### src/rtl/bolt_pkg.sv
// Shared types and helpers for the bolt pool: coordinate width, slot state
// and the fixed-point to pixel conversion.
package bolt_pkg;

    localparam int COORD_W   = 11;
    localparam int FIX_MAX_W = 32;

    typedef enum logic {
        SLOT_FREE   = 1'b0,
        SLOT_FLYING = 1'b1
    } slot_state_t;

    // Floor shift of a sign-extended fixed-point value, truncated to a pixel.
    function automatic logic [COORD_W-1:0] to_pixel(input logic signed [FIX_MAX_W-1:0] fixed,
                                                     input int frac_bits);
        logic signed [FIX_MAX_W-1:0] shifted;
        shifted = fixed >>> frac_bits;
        return shifted[COORD_W-1:0];
    endfunction

endpackage

### src/rtl/bolt_pool_move_slot.sv
// One bolt slot: FREE/FLYING state plus fixed-point position, moved once per
// frame and retired on kill or when its integer Y leaves [Y_MIN, Y_MAX].
module bolt_slot
    import bolt_pkg::*;
#(
    parameter int FRAC_BITS = 6,
    parameter int FIX_W     = COORD_W + FRAC_BITS + 2,
    parameter int DELTA_Y   = -640,
    parameter int Y_MIN     = 0,
    parameter int Y_MAX     = 479
) (
    input  logic                      clk,
    input  logic                      resetN,
    input  logic                      load,
    input  logic signed [FIX_W-1:0]   loadX,
    input  logic signed [FIX_W-1:0]   loadY,
    input  logic                      move,
    input  logic                      kill,
    output logic                      active,
    output logic [COORD_W-1:0]        pixX,
    output logic [COORD_W-1:0]        pixY
);

    localparam int INT_W = FIX_W - FRAC_BITS;
    localparam logic signed [FIX_W-1:0] DELTA_S = FIX_W'(DELTA_Y);
    localparam logic signed [INT_W-1:0] Y_MIN_S = INT_W'(Y_MIN);
    localparam logic signed [INT_W-1:0] Y_MAX_S = INT_W'(Y_MAX);

    slot_state_t               state_r, state_n;
    logic signed [FIX_W-1:0]   pos_x_r, pos_x_n;
    logic signed [FIX_W-1:0]   pos_y_r, pos_y_n;
    logic signed [FIX_W-1:0]   moved_y_s;
    logic signed [INT_W-1:0]   moved_int_s;
    logic                      off_screen_s;

    // The high bits of a two's-complement value are its floor integer part.
    assign moved_y_s    = pos_y_r + DELTA_S;
    assign moved_int_s  = moved_y_s[FIX_W-1:FRAC_BITS];
    assign off_screen_s = (moved_int_s < Y_MIN_S) || (moved_int_s > Y_MAX_S);

    // Slot state and position registers.
    always_ff @(posedge clk or negedge resetN) begin
        if (!resetN) begin
            state_r <= SLOT_FREE;
            pos_x_r <= '0;
            pos_y_r <= '0;
        end else begin
            state_r <= state_n;
            pos_x_r <= pos_x_n;
            pos_y_r <= pos_y_n;
        end
    end

    // Next state: kill beats movement; a freed slot's position is cleared.
    always_comb begin
        state_n = state_r;
        pos_x_n = pos_x_r;
        pos_y_n = pos_y_r;
        case (state_r)
            SLOT_FREE: begin
                if (load) begin
                    state_n = SLOT_FLYING;
                    pos_x_n = loadX;
                    pos_y_n = loadY;
                end else begin
                    state_n = SLOT_FREE;
                end
            end
            SLOT_FLYING: begin
                if (kill) begin
                    state_n = SLOT_FREE;
                    pos_x_n = '0;
                    pos_y_n = '0;
                end else if (move) begin
                    if (off_screen_s) begin
                        state_n = SLOT_FREE;
                        pos_x_n = '0;
                        pos_y_n = '0;
                    end else begin
                        pos_y_n = moved_y_s;
                    end
                end else begin
                    state_n = SLOT_FLYING;
                end
            end
            default: begin
                state_n = SLOT_FREE;
                pos_x_n = '0;
                pos_y_n = '0;
            end
        endcase
    end

    assign active = (state_r == SLOT_FLYING);
    assign pixX   = active ? to_pixel(FIX_MAX_W'(pos_x_r), FRAC_BITS) : '0;
    assign pixY   = active ? to_pixel(FIX_MAX_W'(pos_y_r), FRAC_BITS) : '0;

endmodule

### src/rtl/bolt_pool_move.sv
// Pool of NUM_BOLTS bolt slots with launch arbitration and frame cooldown.
// Optional macro BOLT_AUTOFIRE_EN makes shootReq level-sensitive (autofire).
module bolt_pool_move
    import bolt_pkg::*;
#(
    parameter int NUM_BOLTS       = 4,
    parameter int DIRECTION       = -1,
    parameter int SPEED_Y         = 10,
    parameter int OFFSET_X        = 0,
    parameter int OFFSET_Y        = 0,
    parameter int FRAC_BITS       = 6,
    parameter int Y_MIN           = 0,
    parameter int Y_MAX           = 479,
    parameter int COOLDOWN_FRAMES = 8
) (
    input  logic                           clk,
    input  logic                           resetN,
    input  logic                           startOfFrame,
    input  logic                           shootReq,
    input  logic [COORD_W-1:0]             init_x,
    input  logic [COORD_W-1:0]             init_y,
    input  logic [NUM_BOLTS-1:0]           hit,
    output logic                           shootAck,
    output logic [NUM_BOLTS-1:0]           activeBolts,
    output logic [NUM_BOLTS*COORD_W-1:0]   topLeftX,
    output logic [NUM_BOLTS*COORD_W-1:0]   topLeftY
);

    localparam int FIX_W   = COORD_W + FRAC_BITS + 2;
    localparam int DELTA_Y = SPEED_Y * DIRECTION * (1 << FRAC_BITS);
    localparam int CD_W    = (COOLDOWN_FRAMES > 0) ? $clog2(COOLDOWN_FRAMES + 1) : 1;
    localparam logic [CD_W-1:0] CD_LOAD = CD_W'(COOLDOWN_FRAMES);

    logic [NUM_BOLTS-1:0]      active_s;
    logic [NUM_BOLTS-1:0]      first_free_s;
    logic [NUM_BOLTS-1:0]      load_s;
    logic [COORD_W-1:0]        pix_x_s [NUM_BOLTS];
    logic [COORD_W-1:0]        pix_y_s [NUM_BOLTS];
    logic [CD_W-1:0]           cooldown_r;
    logic                      shoot_ack_r;
    logic                      armed_s;
    logic                      any_free_s;
    logic                      accept_s;
    logic signed [FIX_W-1:0]   load_x_s;
    logic signed [FIX_W-1:0]   load_y_s;

`ifdef BOLT_AUTOFIRE_EN
    assign armed_s = 1'b1;
`else
    logic armed_r;

    // Edge qualification: re-arm only after shootReq has been seen low.
    always_ff @(posedge clk or negedge resetN) begin
        if (!resetN) begin
            armed_r <= 1'b1;
        end else if (accept_s) begin
            armed_r <= 1'b0;
        end else if (!shootReq) begin
            armed_r <= 1'b1;
        end else begin
            armed_r <= armed_r;
        end
    end

    assign armed_s = armed_r;
`endif

    assign any_free_s = ~(&active_s);
    assign accept_s   = shootReq && (cooldown_r == '0) && any_free_s && armed_s;
    assign load_s     = first_free_s & {NUM_BOLTS{accept_s}};
    assign load_x_s   = (FIX_W'(init_x) + FIX_W'(OFFSET_X)) <<< FRAC_BITS;
    assign load_y_s   = (FIX_W'(init_y) + FIX_W'(OFFSET_Y)) <<< FRAC_BITS;

    // Lowest-index free slot, one-hot, from registered slot state only.
    always_comb begin
        first_free_s = '0;
        for (int i = NUM_BOLTS - 1; i >= 0; i--) begin
            if (!active_s[i]) begin
                first_free_s    = '0;
                first_free_s[i] = 1'b1;
            end else begin
                first_free_s = first_free_s;
            end
        end
    end

    // Cooldown load on launch wins over the per-frame decrement.
    always_ff @(posedge clk or negedge resetN) begin
        if (!resetN) begin
            cooldown_r  <= '0;
            shoot_ack_r <= 1'b0;
        end else begin
            shoot_ack_r <= accept_s;
            if (accept_s) begin
                cooldown_r <= CD_LOAD;
            end else if (startOfFrame && (cooldown_r != '0)) begin
                cooldown_r <= cooldown_r - CD_W'(1);
            end else begin
                cooldown_r <= cooldown_r;
            end
        end
    end

    for (genvar g = 0; g < NUM_BOLTS; g++) begin : g_slot
        bolt_slot #(
            .FRAC_BITS (FRAC_BITS),
            .FIX_W     (FIX_W),
            .DELTA_Y   (DELTA_Y),
            .Y_MIN     (Y_MIN),
            .Y_MAX     (Y_MAX)
        ) u_slot (
            .clk    (clk),
            .resetN (resetN),
            .load   (load_s[g]),
            .loadX  (load_x_s),
            .loadY  (load_y_s),
            .move   (startOfFrame),
            .kill   (hit[g]),
            .active (active_s[g]),
            .pixX   (pix_x_s[g]),
            .pixY   (pix_y_s[g])
        );
        assign topLeftX[g*COORD_W +: COORD_W] = pix_x_s[g];
        assign topLeftY[g*COORD_W +: COORD_W] = pix_y_s[g];
    end

    assign shootAck    = shoot_ack_r;
    assign activeBolts = active_s;

endmodule
### config.mk
export PLATFORM = sky130hd
export DESIGN_NAME = bolt_pool_move
export DESIGN_NICKNAME = d
export VERILOG_FILES = /design/src/rtl/bolt_pkg.sv /design/src/rtl/bolt_pool_move_slot.sv /design/src/rtl/bolt_pool_move.sv
export SDC_FILE = /design/constraint.sdc
export NUM_CORES = 1
export LEC_CHECK = 0
export CORE_MARGIN = 2
export CORE_UTILIZATION = 61
export CTS_CLUSTER_DIAMETER = 40
export DETAILED_ROUTE_END_ITERATION = 8
export DONT_BUFFER_PORTS = 1
export PLACE_DENSITY_LB_ADDON = 0.08
export SLEW_MARGIN = 15
export SYNTH_ARGS = -nofsm -noshare
export SYNTH_HDL_FRONTEND = slang
export SYNTH_SLANG_ARGS = --single-unit
### constraint.sdc
create_clock -name clk -period 3.5 [get_ports clk]
set_input_delay 0.525 -clock clk [delete_from_list [all_inputs] [get_ports clk]]
set_output_delay 0.525 -clock clk [all_outputs]
set_load 0.02 [all_outputs]
# After elaboration in Yosys (flattened, before gate mapping)
# Cells that the tools add are included.
# totals
ff_bits,154
out_inout_bits,93
word_cells,143
# op_classes
n_addsub,5
n_lt_le_gt_ge,8
eq_ne,13
n_mux,76
n_bitwise,6
n_reduce_logical,20
# ops
cell,n
19-bit two-way mux,16
17-bit two-way mux,16
19-bit case mux with 2 select lines,4
17-bit case mux with 2 select lines,4
11-bit two-way mux,8
19-bit by 11-bit adder with 19-bit output (second input constant),4
13-bit by 10-bit greater-than comparator with 1-bit output (second input constant),4
13-bit by 1-bit < comparator with 1-bit output (second input constant),4
4-bit two-way mux,6
3-bit != test (second input constant),8
1-bit two-way mux,18
3-bit AND reduction,4
2-bit != test (second input constant),4
1-bit case mux with 2 select lines,4
2-bit AND reduction,4
1-bit NOT,5
4-bit bitwise AND,1
1-bit logical AND,4
4-bit zero test,1
1-bit logical OR,4
4-bit AND reduction,1
4-bit nonzero test,1
4-bit by 1-bit subtractor with 4-bit output (second input constant),1
2-bit by 1-bit != test with 1-bit output (second input constant),1
2-bit nonzero test,1

# Logic depth before layout (Yosys ltp)
# Gate-level depths: netlist of the first run.
# logic_depth
depth_word,7
ltp_mapped,11

# Hierarchy
# A second synthesis of the first run with hierarchy kept.
# unflattened
cells_unflattened,649
hier_area_um2,6595.1
# by_module_without_submodules
mod,instances,cells_each,area_each_um2,seq_area_each_um2
bolt_slot,4,153,1557.7,625.6
bolt_pool_move,1,37,364.1,151.4

# Worst setup path before layout of the first run
# Ideal clock, no wire load.
# synth_timing
path_type,flip-flop to flip-flop
startpoint,register cooldown_r[0]
endpoint,register g_slot[3].u_slot.pos_x_r[6]
setup_ps,121
arrival_time_ps,2342
required_time_ps,3379
setup_slack_ps,1037
path_stages_with_launch,12
path_buffers,3
period_less_slack_ps,2463
cell_sequence,dfrtp_1 inv_1 ha_1 or3b_1 buf_2 or3_4 o31a_1 buf_2 inv_2 o31ai_1 buf_2 a22o_1
# synth_between
elab_chain_cells,7
# synth_lines
item,line_no,source
from (decl),bolt_pool_move.sv:39,logic [CD_W-1:0] cooldown_r;
from (signal assigned),bolt_pool_move.sv:97,cooldown_r <= cooldown_r - CD_W'(1);
from (signal assigned),bolt_pool_move.sv:99,cooldown_r <= cooldown_r;
4-bit zero test,bolt_pool_move.sv:69,assign accept_s = shootReq && (cooldown_r == '0) && any_free_s && armed_s;
1-bit logical AND (3 in series),bolt_pool_move.sv:69,
4-bit bitwise AND,bolt_pool_move.sv:70,assign load_s = first_free_s & {NUM_BOLTS{accept_s}};
2-bit != test (no source line),--,
3-bit AND reduction (no source line),--,
to (signal assigned),bolt_pool_move_slot.sv:49,pos_x_r <= pos_x_n;
to (decl),bolt_pool_move_slot.sv:30,"logic signed [FIX_W-1:0] pos_x_r, pos_x_n;"
# No other way between the ends.
# A chain may end at the register's enable or synchronous reset.

# Final worst setup path of the first run
# layout_timing
startpoint,register g_slot[1].u_slot.pos_y_r[7]
endpoint,register g_slot[1].u_slot.pos_y_r[6]
# layout_between
elab_chain_cells,7
word_cells_on_any_way,8
# layout_lines
item,line_no,source
from (decl),bolt_pool_move_slot.sv:31,"logic signed [FIX_W-1:0] pos_y_r, pos_y_n;"
from (signal assigned),bolt_pool_move_slot.sv:50,pos_y_r <= pos_y_n;
19-bit by 11-bit adder with 19-bit output (*),bolt_pool_move_slot.sv:37,assign moved_y_s = pos_y_r + DELTA_S;
13-bit by 1-bit < comparator with 1-bit output / 13-bit by 10-bit greater-than comparator with 1-bit output (equally long branches),bolt_pool_move_slot.sv:39,assign off_screen_s = (moved_int_s < Y_MIN_S) || (moved_int_s > Y_MAX_S);
1-bit logical OR (*),bolt_pool_move_slot.sv:39,
19-bit two-way mux (*),bolt_pool_move_slot.sv:75,if (off_screen_s) begin
19-bit two-way mux (*),bolt_pool_move_slot.sv:74,end else if (move) begin
19-bit two-way mux (*),bolt_pool_move_slot.sv:70,if (kill) begin
19-bit case mux with 2 select lines (*),bolt_pool_move_slot.sv:59,case (state_r)
# Mark *: on every way between the ends. The rest lies on a longest branch, timed or not. The select of a mux whose other input is x is not followed.

==> results of run 1 <==
-- area by class of cell --
cell class / instances / area, µm² / area share (%)
sequential: 106 / 2654 / 40.09
timing repair buffer: 13 / 117.6 / 1.777
clock buffer: 9 / 123.9 / 1.871
tap: 136 / 170.2 / 2.571
inverter: 19 / 71.32 / 1.078
multi-input combinational: 529 / 3387 / 51.17
clock inverter: 7 / 95.09 / 1.437
-- worst paths after layout --
path / end / start / slack (ps) / depth (start not counted)
hold / removal: g_slot[1].u_slot.pos_y_r[12]$_DFFE_PN0P_ / resetN / 40 / 1
max in group asynchronous: g_slot[0].u_slot.pos_y_r[17]$_DFFE_PN0P_ / resetN / 3030 / 1
min in group clk: armed_r$_DFFE_PN1P_ / shootReq / 160 / 1
setup / recovery: g_slot[1].u_slot.pos_y_r[6]$_DFFE_PN0P_ / g_slot[1].u_slot.pos_y_r[7]$_DFFE_PN0P_ / 530 / 8
setup reg to reg: g_slot[1].u_slot.pos_y_r[6]$_DFFE_PN0P_ / g_slot[1].u_slot.pos_y_r[7]$_DFFE_PN0P_ / 530 / 8
hold reg to reg: armed_r$_DFFE_PN1P_ / armed_r$_DFFE_PN1P_ / 470 / 2
-- flip-flops by register name, summed over array words and instances (netlist names) --
name	count
g_slot.u_slot.pos_y_r	52
armed_r	1
g_slot.u_slot.pos_x_r	44
g_slot.u_slot.active	4
cooldown_r	4
shootAck	1
-- metrics by stage --
step                utilization, %  setup WS (ps)
CTS                          64.69          560.2
finish                       64.69          527.2
global route                 64.69          409.0
detailed placement           62.28          621.3
floorplan                        -           1037
global placement             62.28          684.7
-- cell families after synthesis --
kind of cell    count (synthesis)  share of synthesized area, %
compound gates                184                         20.99
xor+xnor                       13                         1.794
fa+ha+maj                      10                         1.971
buf+inv                        68                         4.987
flops                         106                         41.81
mux                             2                        0.3154
simple gates                  320                         28.13
-- report_power, final --
part	switching (mW)	leakage [nW]	internal, mW	total, mW
sequential	0.359	1.43	1.53	1.89
clock	0.481	0.111	0.352	0.833
combinational	0.999	1.28	0.615	1.61
total	1.84	2.82	2.50	4.34
-- placed cells by master (no fill, tap or decap), types with 12 or more instances in the layout --
| master | count |
|---|---|
| and2_1 | 91 |
| nor3_1 | 19 |
| nand3_1 | 13 |
| nor3b_1 | 13 |
| inv_1 | 17 |
| nor4_1 | 13 |
| o21ai_0 | 26 |
| dfrtp_1 | 105 |
| a21oi_1 | 42 |
| buf_4 | 12 |
| nand2_1 | 71 |
| nor2_1 | 43 |
| a22o_1 | 37 |
-- per-layer routing --
metal	vias up	global-route usage [%]
met3	34	9.687
met4	0	12.31
met2	206	46.96
li1	2476	-
met1	2551	39.28
met5	-	0
-- critical path, delay by kind of cell, from the launching register on --
family,cells,cell delay [ps]
buffers and inverters,1,120
adder cells (fa/ha/maj),1,260
AND/OR/NAND/NOR,3,1190
flip-flops,1,420
AO/OA/AOI/OAI,3,930
==> results by group, run 1 <==
Finish
  – Final Cell Area: 0.006619 mm²
  – Filler cells: 852
  – Nets: 718
  – Fin cells: 819
  – Antenna cells: 0
  – Share of cells above drive strength 1: 7.760%
  – Area grow syn2layout: 4.278%

Worst setup path
  – Worst path max stage delay: 550 ps
  – Crit path DAT: 3300 ps
  – Crit-path slowest cell: o21ai_2
  – CP max FO: 12
  – Critical path endpoint category: flip-flop
  – CP Cell Sequence: inv_1 > ha_1 > or4bb_1 > or4_1 > o311ai_1 > nand3_2 > o21ai_2 > a22o_2
  – WP data required: 3830 ps
  – CP startpoint kind: flip-flop
  – WS Path Type: reg -> reg

Yosys
  – Post-synth EDFFs: 0
  – Top-area cell type share of the netlist area: 41.40%
  – Top cells by area, synth: dfrtp_1, and2_1, a22o_1, nand2_1, a21oi_1
  – #FFs+latches synth: 106
  – Ys Warns: 0
  – Sequential fraction of the synthesis area: 41.81%
  – Synth cell count leaders: dfrtp_1, and2_1, nand2_1
  – Cell variety after synth: 76
  – Mapped cell area: 0.006347 mm²
  – Ys async rst share: 100.0%
  – Top_reg_cell synth: dfrtp_1
  – Post-synth top area cell: dfrtp_1
  – Most common cell in the netlist: dfrtp_1
  – Syn_nets: 743
  – Post-Synthesis Cells: 703
  – Mean Syn Cell Area: 9.029 µm²

Place
  – DP Cell Count: 802
  – IO buf count: 0
  – Placed inst area: 0.006372 mm²
  – GP Congestion: 0.8862
  – Post-DP HPWL: 11.79 mm

Routing
  – Initial DRT Pass Iterations: 5
  – Met3 Wirelength: 1.360 mm
  – Wire length on met2: 7.773 mm
  – Max layer used: met4
  – Drt initial violations: 422
  – Wire per inst: 20.38 µm
  – Routed Antenna Nets: 0
  – Met1 WL: 7.067 mm
  – Vias/cell: 6.431
  – Via Count: 5,267
  – Residual DRC count: 0
  – Final WL: 16.69 mm

STA
  – Final Hold Viols: 0
  – Count of final max-slew check failures: 0
  – RSZ-0062 raised after global routing: no
  – Time the worst path needs with I/O delays and setup: 2973 ps
  – Worst Max-Slew Pin Slew: 892.3 ps
  – Hold WS: 39.10 ps
  – Relative slew margins: 40.51%
  – Max Fclk: 336.4 MHz
  – Final Setup Violations: 0
  – Setup TNS: 0 ps
  – Clock skew: 11.41 ps
  – Final period util: 84.94%

Power
  – PD cells: 655.2 mW/mm²
  – Peak supply drop: 316.9 µV
  – LEAKAGE: 2.825 nW
  – Power after layout: 4.336 mW

Floorplanning
  – Core ar.: 0.01023 mm²
  – Starting Density: 62.04%
  – Die Y: 106.0 µm
  – I/O Pins: 123
  – Die Wd: 106.0 µm
  – Die footprint: 0.01124 mm²
  – # rows: 37

Status
  – Status: completed

Clocking
  – Max Root-Sink Buffers: 2
  – CTS buffer count: 9
  – Worst-Skew Late Latency: 390 ps
  – Hold-fix buffers at CTS: 1
  – Sink Count: 106
  – TritonCTS clock tree: done
  – Clock root buffer: clkbuf_8
  – Post-CTS sizing: 0
  – Max H-tree Level: 3
  – CTS clock-pin slew for the worst setup and hold paths: 110 ps
  – Setup bufs post-CTS: 0

Global route
  – Largest net degree at the start of global routing: 107
  – Total congestion overflow: 0
  – Tot GR Track Use: 30.20%
  – Vias in the first global route: 4,951
  – Antenna violations before repair: 0
  – Global-route wire length before repair: 26.38 mm

Hold path
  – Worst min-delay path class: in -> async

Job
  – Max_cap viols: 0
Note: power is estimated with default switching activity, not from simulation.
==> inputs of run 2 (changes only) <==
==> constraint.sdc (replaced) <==
create_clock -name clk -period 3 [get_ports clk]
set_input_delay 0.45 -clock clk [delete_from_list [all_inputs] [get_ports clk]]
set_output_delay 0.45 -clock clk [all_outputs]
set_load 0.02 [all_outputs]
==> run 2 against run 1 <==
  * The run now ends with hold timing left
  * Clock-buffer cell count is 1 higher
  * Non-clock buffer count is 5 higher
  * Sequential power is 16% higher
  * Register-to-register slack worse by 340 ps
  * Hold slack worse by 53 ps
  * Flip-flop and latch count stayed put
  * Final cell count is 0.61% higher
==> results by group, run 2 (synthesis results as in run 1) <==
Worst setup path
  – Crit path DAT: 3080 ps
  – Crit. Startpoint: g_slot[1].u_slot.pos_y_r[7]$_DFFE_PN0P_
  – R2R Path Start: g_slot[1].u_slot.pos_y_r[7]$_DFFE_PN0P_
  – Path depth of the worst reg2reg path: 7
  – WS Path Type: reg -> reg
  – Crit path to: g_slot[1].u_slot.pos_y_r[12]$_DFFE_PN0P_
  – WP data required: 3270 ps
  – Critical path endpoint category: flip-flop
  – CP max FO: 9
  – Reg2reg end: g_slot[1].u_slot.pos_y_r[12]$_DFFE_PN0P_
  – CP startpoint kind: flip-flop
  – Reg2reg setup slack: 180 ps

Routing
  – Drt initial violations: 352
  – Residual DRC count: 0
  – Initial DRT Pass Iterations: 5
  – Final WL: 16.63 mm
  – Via Count: 5,232
  – Wire per inst: 20.18 µm
  – Routed Antenna Nets: 0
  – Vias/cell: 6.350

STA
  – Setup TNS: 0 ps
  – Hold WS: -13.46 ps
  – Final period util: 93.86%
  – Final Hold Viols: 3
  – Max Fclk: 355.1 MHz
  – Final Setup Violations: 0
  – Post-route setup slack: 184.1 ps
  – Clock skew: 11.22 ps
  – Count of final max-slew check failures: 0
  – RSZ-0062 raised after global routing: no
  – Time the worst path needs with I/O delays and setup: 2816 ps
  – Relative slew margins: 44.38%
  – Worst Max-Slew Pin Slew: 825.6 ps

Global route
  – Largest net degree at the start of global routing: 107
  – Vias in the first global route: 5,036
  – Met3 Usage GRT: 6.990%
  – Gr busiest metal: met2
  – Tot GR Track Use: 30.04%
  – Total congestion overflow: 0
  – Global routing usage on met2: 46.77%
  – Met1 track demand over resource: 40.86%
  – Antenna violations before repair: 0
  – Global-route wire length before repair: 26.52 mm

Place
  – GP Congestion: 0.9285
  – Pre-CTS setup slack: 123.3 ps
  – IO buf count: 0
  – Post-DP HPWL: 11.91 mm
  – Placed inst area: 0.006410 mm²
  – DP Cell Count: 807

Hold path
  – Worst min-delay path class: in -> async

Finish
  – Most common cell after layout, fill and taps aside: dfrtp_1
  – Area grow syn2layout: 5.086%
  – Area occupied by multi-input gates: 0.003401 mm²
  – Biggest register: g_slot.u_slot.pos_y_r
  – Largest register FFs: 52
  – Antenna cells: 0
  – Fin cells: 824
  – Largest registers: g_slot.u_slot.pos_y_r (52), g_slot.u_slot.pos_x_r (44)
  – Nets: 723
  – Most frequent cells in the layout: dfrtp_1, and2_1, nand2_1
  – Sequential cell area: 0.002654 mm²
  – Share of cells above drive strength 1: 8.576%
  – Filler cells: 899
  – Final Cell Area: 0.006670 mm²

Floorplanning
  – Die footprint: 0.01124 mm²
  – # rows: 37
  – Die Wd: 106.0 µm
  – Starting Density: 62.04%
  – Die Y: 106.0 µm
  – I/O Pins: 123
  – Core ar.: 0.01023 mm²

Clocking
  – CTS clock-pin slew for the worst setup and hold paths: 100 ps
  – CTS buffer count: 9
  – Clock root buffer: clkbuf_8
  – Sink Count: 106
  – Max H-tree Level: 3
  – Worst-Skew Late Latency: 380 ps
  – TritonCTS clock tree: done
  – Setup bufs post-CTS: 0
  – Max Root-Sink Buffers: 2

Power
  – PD cells: 762.6 mW/mm²
  – Peak supply drop: 450.9 µV
  – LEAKAGE: 2.838 nW

Status
  – Status: complete, but fails checks
  – Failing checks: hold timing

Job
  – Max_cap viols: 0
run 2: worst min-delay path by stage:
| stage | slack (ps) | start | to | depth (start not counted) |
|---|---|---|---|---|
| finish | -10 | resetN | g_slot[1].u_slot.pos_y_r[12]$_DFFE_PN0P_ | 1 |
| global route | 30 | resetN | g_slot[1].u_slot.pos_y_r[10]$_DFFE_PN0P_ | 1 |
| CTS | 30 | resetN | g_slot[1].u_slot.pos_y_r[12]$_DFFE_PN0P_ | 1 |
| detailed placement | 160 | resetN | g_slot[1].u_slot.pos_y_r[10]$_DFFE_PN0P_ | 0 |
| global placement | 160 | resetN | g_slot[1].u_slot.pos_y_r[10]$_DFFE_PN0P_ | 0 |
| floorplan | 150 | resetN | cooldown_r[0]$_DFFE_PN0P_ | 0 |
run 2: report_power, final:
| part | total [mW] | leakage, nW | switching [mW] | internal, mW |
|---|---|---|---|---|
| combinational | 1.91 | 1.31 | 1.18 | 0.731 |
| clock | 0.975 | 0.0987 | 0.503 | 0.472 |
| sequential | 2.20 | 1.43 | 0.418 | 1.79 |
run 2: cell type report:
| type | count | share of cell area [%] |
|---|---|---|
| Multi-Input combinational cell | 529 | 50.98 |
| Clock inverter | 6 | 1.369 |
| Clock buffer | 10 | 1.913 |
| Sequential cell | 106 | 39.79 |
| Tap cell | 136 | 2.551 |
| Inverter | 19 | 1.069 |
| Timing Repair Buffer | 18 | 2.326 |
run 2: per-stage QoR:
step | utilization, % | total power [mW]
after detailed placement | 62.65 | 4.059
after global placement | 62.65 | 3.971
after global routing | 65.20 | 5.420
after CTS | 65.06 | 5.058
after floorplan | - | 3.665
final | 65.20 | 5.087
run 2: timing repair:
item | in CTS | in global routing
hold buffers | 1 | 0
endpoints found under the setup margin | 0 | 16
gates resized for setup | 0 | 3
endpoints found under the hold margin | 106 | 0
run 2: critical path: stages, from the launching register on:
cell and delay [ps]:
dfrtp_1 430, inv_1 150, ha_1 250, nor2b_1 110, or4_4 570, a2111oi_4 680, nor3_1 210, a221o_1 330
run 2: metal layers:
metal	vias up	part of all wire (%)
met4	0	2.5
met1	2533	43
met5	-	0
met3	28	8.4
li1	2472	-
met2	199	46
